<file path="src/rtl/hazard_control_unit.sv">
// Load-use stall / branch flush sequencer for the 5-stage pipeline.
// Optional macro HAZARD_PERF_CNT_EN adds saturating StallCount/FlushCount ports.
module hazard_control_unit #(
  parameter int unsigned LOAD_STALL_CYCLES   = 1,
  parameter int unsigned BRANCH_FLUSH_CYCLES = 1
) (
  input  logic        Clk,
  input  logic        Reset,
  input  logic [4:0]  RSDecode,
  input  logic [4:0]  RTDecode,
  input  logic        UsesRTDecode,
  input  logic [1:0]  MemReadExecute,
  input  logic [4:0]  DestRegExecute,
  input  logic        BranchTakenDecode,
  input  logic        JumpDecode,
  output logic        PCWrite,
  output logic        IFIDWrite,
  output logic        IFIDFlush,
  output logic        IDEXFlush,
`ifdef HAZARD_PERF_CNT_EN
  output logic [31:0] StallCount,
  output logic [31:0] FlushCount,
`endif
  output logic [1:0]  HazardState
);

  localparam int unsigned CNT_W = 4;
  localparam logic [CNT_W-1:0] LS_LOAD = CNT_W'(LOAD_STALL_CYCLES - 1);
  localparam logic [CNT_W-1:0] FL_LOAD = CNT_W'(BRANCH_FLUSH_CYCLES - 1);

  typedef enum logic [1:0] {
    ST_RUN        = 2'd0,
    ST_LOAD_STALL = 2'd1,
    ST_FLUSH      = 2'd2
  } state_t;

  state_t           r_state;
  logic [CNT_W-1:0] r_cnt;
  logic             w_load_use;
  logic             w_redirect;

  // Register $0 is hardwired zero and can never be a hazard source.
  assign w_load_use = (MemReadExecute != 2'd0) && (DestRegExecute != 5'd0) &&
                      ((DestRegExecute == RSDecode) ||
                       (UsesRTDecode && (DestRegExecute == RTDecode)));
  assign w_redirect = BranchTakenDecode | JumpDecode;

  assign HazardState = r_state;

  // Mealy output decode from state and inputs.
  always_comb begin
    PCWrite   = 1'b1;
    IFIDWrite = 1'b1;
    IFIDFlush = 1'b0;
    IDEXFlush = 1'b0;
    if (Reset) begin
      PCWrite   = 1'b0;
      IFIDWrite = 1'b0;
      IFIDFlush = 1'b1;
      IDEXFlush = 1'b1;
    end else begin
      case (r_state)
        ST_LOAD_STALL: begin
          PCWrite   = 1'b0;
          IFIDWrite = 1'b0;
          IDEXFlush = 1'b1;
        end
        ST_FLUSH: begin
          IFIDFlush = 1'b1;
        end
        default: begin
          if (w_load_use) begin
            PCWrite   = 1'b0;
            IFIDWrite = 1'b0;
            IDEXFlush = 1'b1;
          end else if (w_redirect) begin
            IFIDFlush = 1'b1;
          end
        end
      endcase
    end
  end

  // State and down-counter; a count of 1 (or a stray 0) ends the stretch.
  always_ff @(posedge Clk) begin
    if (Reset) begin
      r_state <= ST_RUN;
      r_cnt   <= '0;
    end else begin
      case (r_state)
        ST_LOAD_STALL, ST_FLUSH: begin
          if (r_cnt > CNT_W'(1)) begin
            r_cnt <= r_cnt - CNT_W'(1);
          end else begin
            r_state <= ST_RUN;
            r_cnt   <= '0;
          end
        end
        default: begin
          r_state <= ST_RUN;
          r_cnt   <= '0;
          if (w_load_use) begin
            if (LOAD_STALL_CYCLES > 1) begin
              r_state <= ST_LOAD_STALL;
              r_cnt   <= LS_LOAD;
            end
          end else if (w_redirect) begin
            if (BRANCH_FLUSH_CYCLES > 1) begin
              r_state <= ST_FLUSH;
              r_cnt   <= FL_LOAD;
            end
          end
        end
      endcase
    end
  end

`ifdef HAZARD_PERF_CNT_EN
  // Saturating event counters.
  always_ff @(posedge Clk) begin
    if (Reset) begin
      StallCount <= '0;
      FlushCount <= '0;
    end else begin
      if (!PCWrite && (StallCount != 32'hFFFF_FFFF)) begin
        StallCount <= StallCount + 32'd1;
      end
      if (IFIDFlush && (FlushCount != 32'hFFFF_FFFF)) begin
        FlushCount <= FlushCount + 32'd1;
      end
    end
  end
`endif

endmodule

</file>
<file path="config.mk">
export PLATFORM = sky130hd
export DESIGN_NAME = hazard_control_unit
export DESIGN_NICKNAME = d
export VERILOG_FILES = /design/src/rtl/hazard_control_unit.sv
export SDC_FILE = /design/constraint.sdc
export NUM_CORES = 1
export LEC_CHECK = 0
export CAP_MARGIN = 10
export CORE_AREA = 5 5 42 44
export DETAILED_ROUTE_END_ITERATION = 6
export DIE_AREA = 0 0 47 49
export PLACE_DENSITY_LB_ADDON = 0.3
export SYNTH_ARGS = -nofsm -noshare
export SYNTH_HDL_FRONTEND = slang
export SYNTH_SLANG_ARGS = --single-unit
export TNS_END_PERCENT = 10
</file>
<file path="constraint.sdc">
create_clock -name Clk -period 1.31 [get_ports Clk]
set_clock_uncertainty 0.1 [all_clocks]
set_input_delay 0.1965 -clock Clk [delete_from_list [all_inputs] [get_ports Clk]]
set_output_delay 0.1965 -clock Clk [all_outputs]
set_load 0.01 [all_outputs]
</file>
# Yosys cells after proc, flatten, opt, wreduce, memory -nomap -nowiden
# Index checks and enable logic that the tools add are counted.
[op_classes] n_bitwise=1 eq_ne=2 n_mux=7 reduce_logical=6
[ops] operator="$eq A5 B5 Y1" n=2
[ops] operator="$mux W1" n=7
[ops] operator="$reduce_bool A5 Y1" n=1
[ops] operator="$logic_and A1 B1 Y1" n=3
[ops] operator="$reduce_bool A2 Y1" n=1
[ops] operator="$logic_or A1 B1 Y1" n=1
[ops] operator="$or A1 B1 Y1" n=1
[totals] in_bits=22 elab_cells=16 register_bits=0 output_inout_bits=6

# Longest topological paths before layout
[depth] word_depth=6 ltp_mapped=5 ltp_nobuf=4

# Worst setup path after synthesis
# Ideal clock, no wire load.
[synth_timing] path_type="input-to-output" startpoint="input DestRegExecute[3]" endpoint="output PCWrite" path_slack_ns=-0.329 t_required_ns=1.013 arrival_time_ns=1.343 cell_stages=5 path_buffers=1 cell_sequence="or4_1 -> o22ai_2 -> inv_2 -> a21oi_1 -> buf_4"
[synth_via] elab_chain_cells=6 elab_cells_between_ends=9 classes_between="eq/ne: 2; mux: 2; reduce/logical: 5"
[synth_rtl] element="start, declared" line="13" source="input logic [4:0] DestRegExecute,"
[synth_rtl] element="$eq A5 B5 Y1" line="45" source="(UsesRTDecode && (DestRegExecute == RTDecode)));"
[synth_rtl] element="$logic_and A1 B1 Y1" line="45"
[synth_rtl] element="$logic_or A1 B1 Y1" line="44" source="((DestRegExecute == RSDecode) ||"
[synth_rtl] element="$logic_and A1 B1 Y1 *" line="43" source="assign w_load_use = (MemReadExecute != 2'd0) && (DestRegExecute != 5'd0) &&"
[synth_rtl] element="$mux W1 * (2 in a row)"
[synth_rtl] element="end, declared" line="16" source="output logic PCWrite,"
# Mark *: on every way between the ends. The rest lies on a longest branch, timed or not.

# Worst setup path in the final report
[layout_timing] startpoint="input DestRegExecute[0]" endpoint="output IDEXFlush"
[layout_via] elab_chain_cells=6 elab_cells_between_ends=9 classes_between="eq/ne: 2; mux: 2; reduce/logical: 5"
[layout_rtl] element="$eq A5 B5 Y1" line="45"
[layout_rtl] element="$logic_and A1 B1 Y1" line="45"
[layout_rtl] element="$logic_or A1 B1 Y1" line="44"
[layout_rtl] element="$logic_and A1 B1 Y1 *" line="43"
[layout_rtl] element="$mux W1 *" line="72" source="if (w_load_use) begin"
[layout_rtl] element="$mux W1 *" line="56" source="if (Reset) begin"
[layout_rtl] element="end, declared" line="19" source="output logic IDEXFlush,"
# Marked as above.

==> key figures <==
Power and ir drop
  • P_sw: 55.2 uW
  • Worst VDD drop: 0.0000892 V
  • Power Total: 149 uW
  • Leak Pwr: 0.204 nW
  • Sw Share: 0.371
  • Internal cell power: 93.8 uW
  • Sequential share of power: 0
  • Clock power frac: 0
  • Pwr dens: 310 nW/um^2
  • Logic gate share of total power: 1.000

Cells and area
  • Storage element area: 0 sq um
  • P&R area growth vs syn: 154%
  • Final net count: 80
  • Fill cells: 172
  • Multi-input gate area: 195 sq um
  • Layout Utilization: 0.343
  • Ratio of cells with drive above 1 in the final layout: 0.339
  • FFs & Latches: 0
  • CLK BUF: 0
  • Final non-filler cell total: 72
  • Ant. Diodes: 0
  • Commonest non-fill, non-tap cells in the layout: xnor2_1 (10), dlygate4sd2_1 (10), clkdlybuf4s50_1 (6), buf_4 (6), buf_2 (5)

Global routing
  • GRT overflow: 0
  • Tot GR Track Use: 0.0533
  • Initial antenna violation count: 0
  • First-pass GRT wire length: 986 um
  • Largest net degree at the start of global routing: 4
  • Vias in the first global route: 254

Timing
  • Final setup fails: 4
  • Final period utilization: 1.22
  • PnR worst setup slack: -0.292 ns
  • Slew Limit Fails: 0
  • TNS Setup: -1.07 ns
  • RSZ-0062 raised after global routing: true
  • Final min period: 1.60 ns
  • Fmax: 0.624 GHz
  • Fin. Hold Viols: 0

Placed design
  • Placed insts: 72
  • RD Place Congestion: 0.593
  • Hpwl dp: 624 um
  • IO Port Bufs: 25

Worst setup path
  • CP arrival: 1.31 ns
  • Data required, critical path: 1.01 ns
  • CP Class: in2out
  • Worst Setup SP: DestRegExecute[0]
  • CP Capture Type: primary output
  • Startpoint Class: input port
  • Critical Path Sink: IDEXFlush
  • Crit-path max FO: 2

Min path
  • HP Class: in2out

Floorplan
  • # IOs: 28
  • Die W: 47 um
  • Die area: 2300 sq um
  • Total core area: 1400 sq um
  • Die H: 49 um
  • Rows: 14
  • Initial Util: 0.135

Clock network
  • CTS Hold Buffers Added: 0
  • Postcts setup bufs: 0

Yosys
  • Yosys top cell area share: 0.464
  • Largest area contributor in the netlist: xnor2_1
  • Mapped cell area: 189 sq um
  • Syn_area_per_cell: 7.00 sq um
  • Synth unique cells: 14
  • Synth top area cells: xnor2_1 (46%), buf_4 (12%), o22ai_2 (6.6%), a21oi_1 (5.3%), a21o_1 (4.0%)
  • Synth warn: 0
  • Post-Syn Instances: 27
  • Seq/Total Area, Yosys: 0

Route
  • Total wire length: 689 um
  • Residual DRC: 0
  • Vias per inst: 3.75
  • 1st-pass router iterations: 3
  • Highest Signal Layer: met3
  • Met2 wire length: 299 um
  • Antenna-violating nets left: 0
  • Vias: 270
  • WL per Instance: 9.57 um
  • Met3 routed WL: 98 um
  • M1 wire length: 291 um
  • Initial DRC Count: 1

Status
  • Run status: complete, but fails checks
  • Failing checks: negative setup slack

Run
  • Max-cap violations: 0
layer usage:
layer,global-route usage,vias up
li1,-,145
met1,0.0804,108
met2,0.0860,17
met3,0.00369,0
met4,0,0
met5,0,-
synthesized netlist by cell type:
cell	number
nand4_1	1
buf_4	3
or4_1	1
a21oi_1	2
xnor2_1	10
o22ai_2	1
o22ai_1	1
a21o_1	1
conb_1	1
inv_2	1
nand3_1	1
nand2_1	2
nor2_1	1
nor3_1	1
power by group through the flow:
stage / Sequential, mW / Clock, mW / Combinational, mW
2_1_floorplan: 0 / 0 / 0.0639
3_3_place_gp: 0 / 0 / 0.163
3_5_place_dp: 0 / 0 / 0.163
4_1_cts: 0 / 0 / 0.148
5_1_grt: 0 / 0 / 0.163
6_report: 0 / 0 / 0.149
critical path, stage by stage:
cell and delay [ns]:
buf_6 0.09, or4_4 0.54, o22ai_4 0.12, inv_2 0.07
a21o_1 0.15, buf_2 0.13
cell families after synthesis:
group,Yosys count,synth area share
AO/OA/AOI/OAI,5,0.192
XOR/XNOR,10,0.464
buffers and inverters,4,0.139
other,1,0.0198
AND/OR/NAND/NOR,7,0.185
area by class of cell:
type	count	area share
Timing Repair Buffer	31	0.544
Multi-Input combinational cell	24	0.406
Tap cell	16	0.0417
Inverter	1	0.00781
worst min-delay path by stage:
stage / slack (ns) / start / endpoint / cells after the start
6_report: 0.78 / DestRegExecute[0] / IFIDWrite / 6
5_1_grt: 0.81 / DestRegExecute[0] / IFIDWrite / 6
4_1_cts: 0.78 / DestRegExecute[0] / PCWrite / 6
3_5_place_dp: 1.37 / BranchTakenDecode / IFIDFlush / 4
3_3_place_gp: 1.37 / BranchTakenDecode / IFIDFlush / 4
2_1_floorplan: 0.32 / Reset / IFIDWrite / 1
what timing repair did:
action,in CTS,in global routing
gates cloned,0,0
gates resized for setup,47,2
pin swaps,15,3
endpoints found under the setup margin,4,4
through the flow:
step | cell area, sq um | setup slack [ns] | hold slack, ns
detailed placement | 500 | -1.06 | 1.37
global route | 480 | -0.333 | 0.808
CTS | 473 | -0.303 | 0.780
floorplan | 211 | -0.192 | 0.315
finish | 480 | -0.292 | 0.780
global placement | 500 | -1.05 | 1.37
Note: power is estimated with default switching activity, not from simulation.
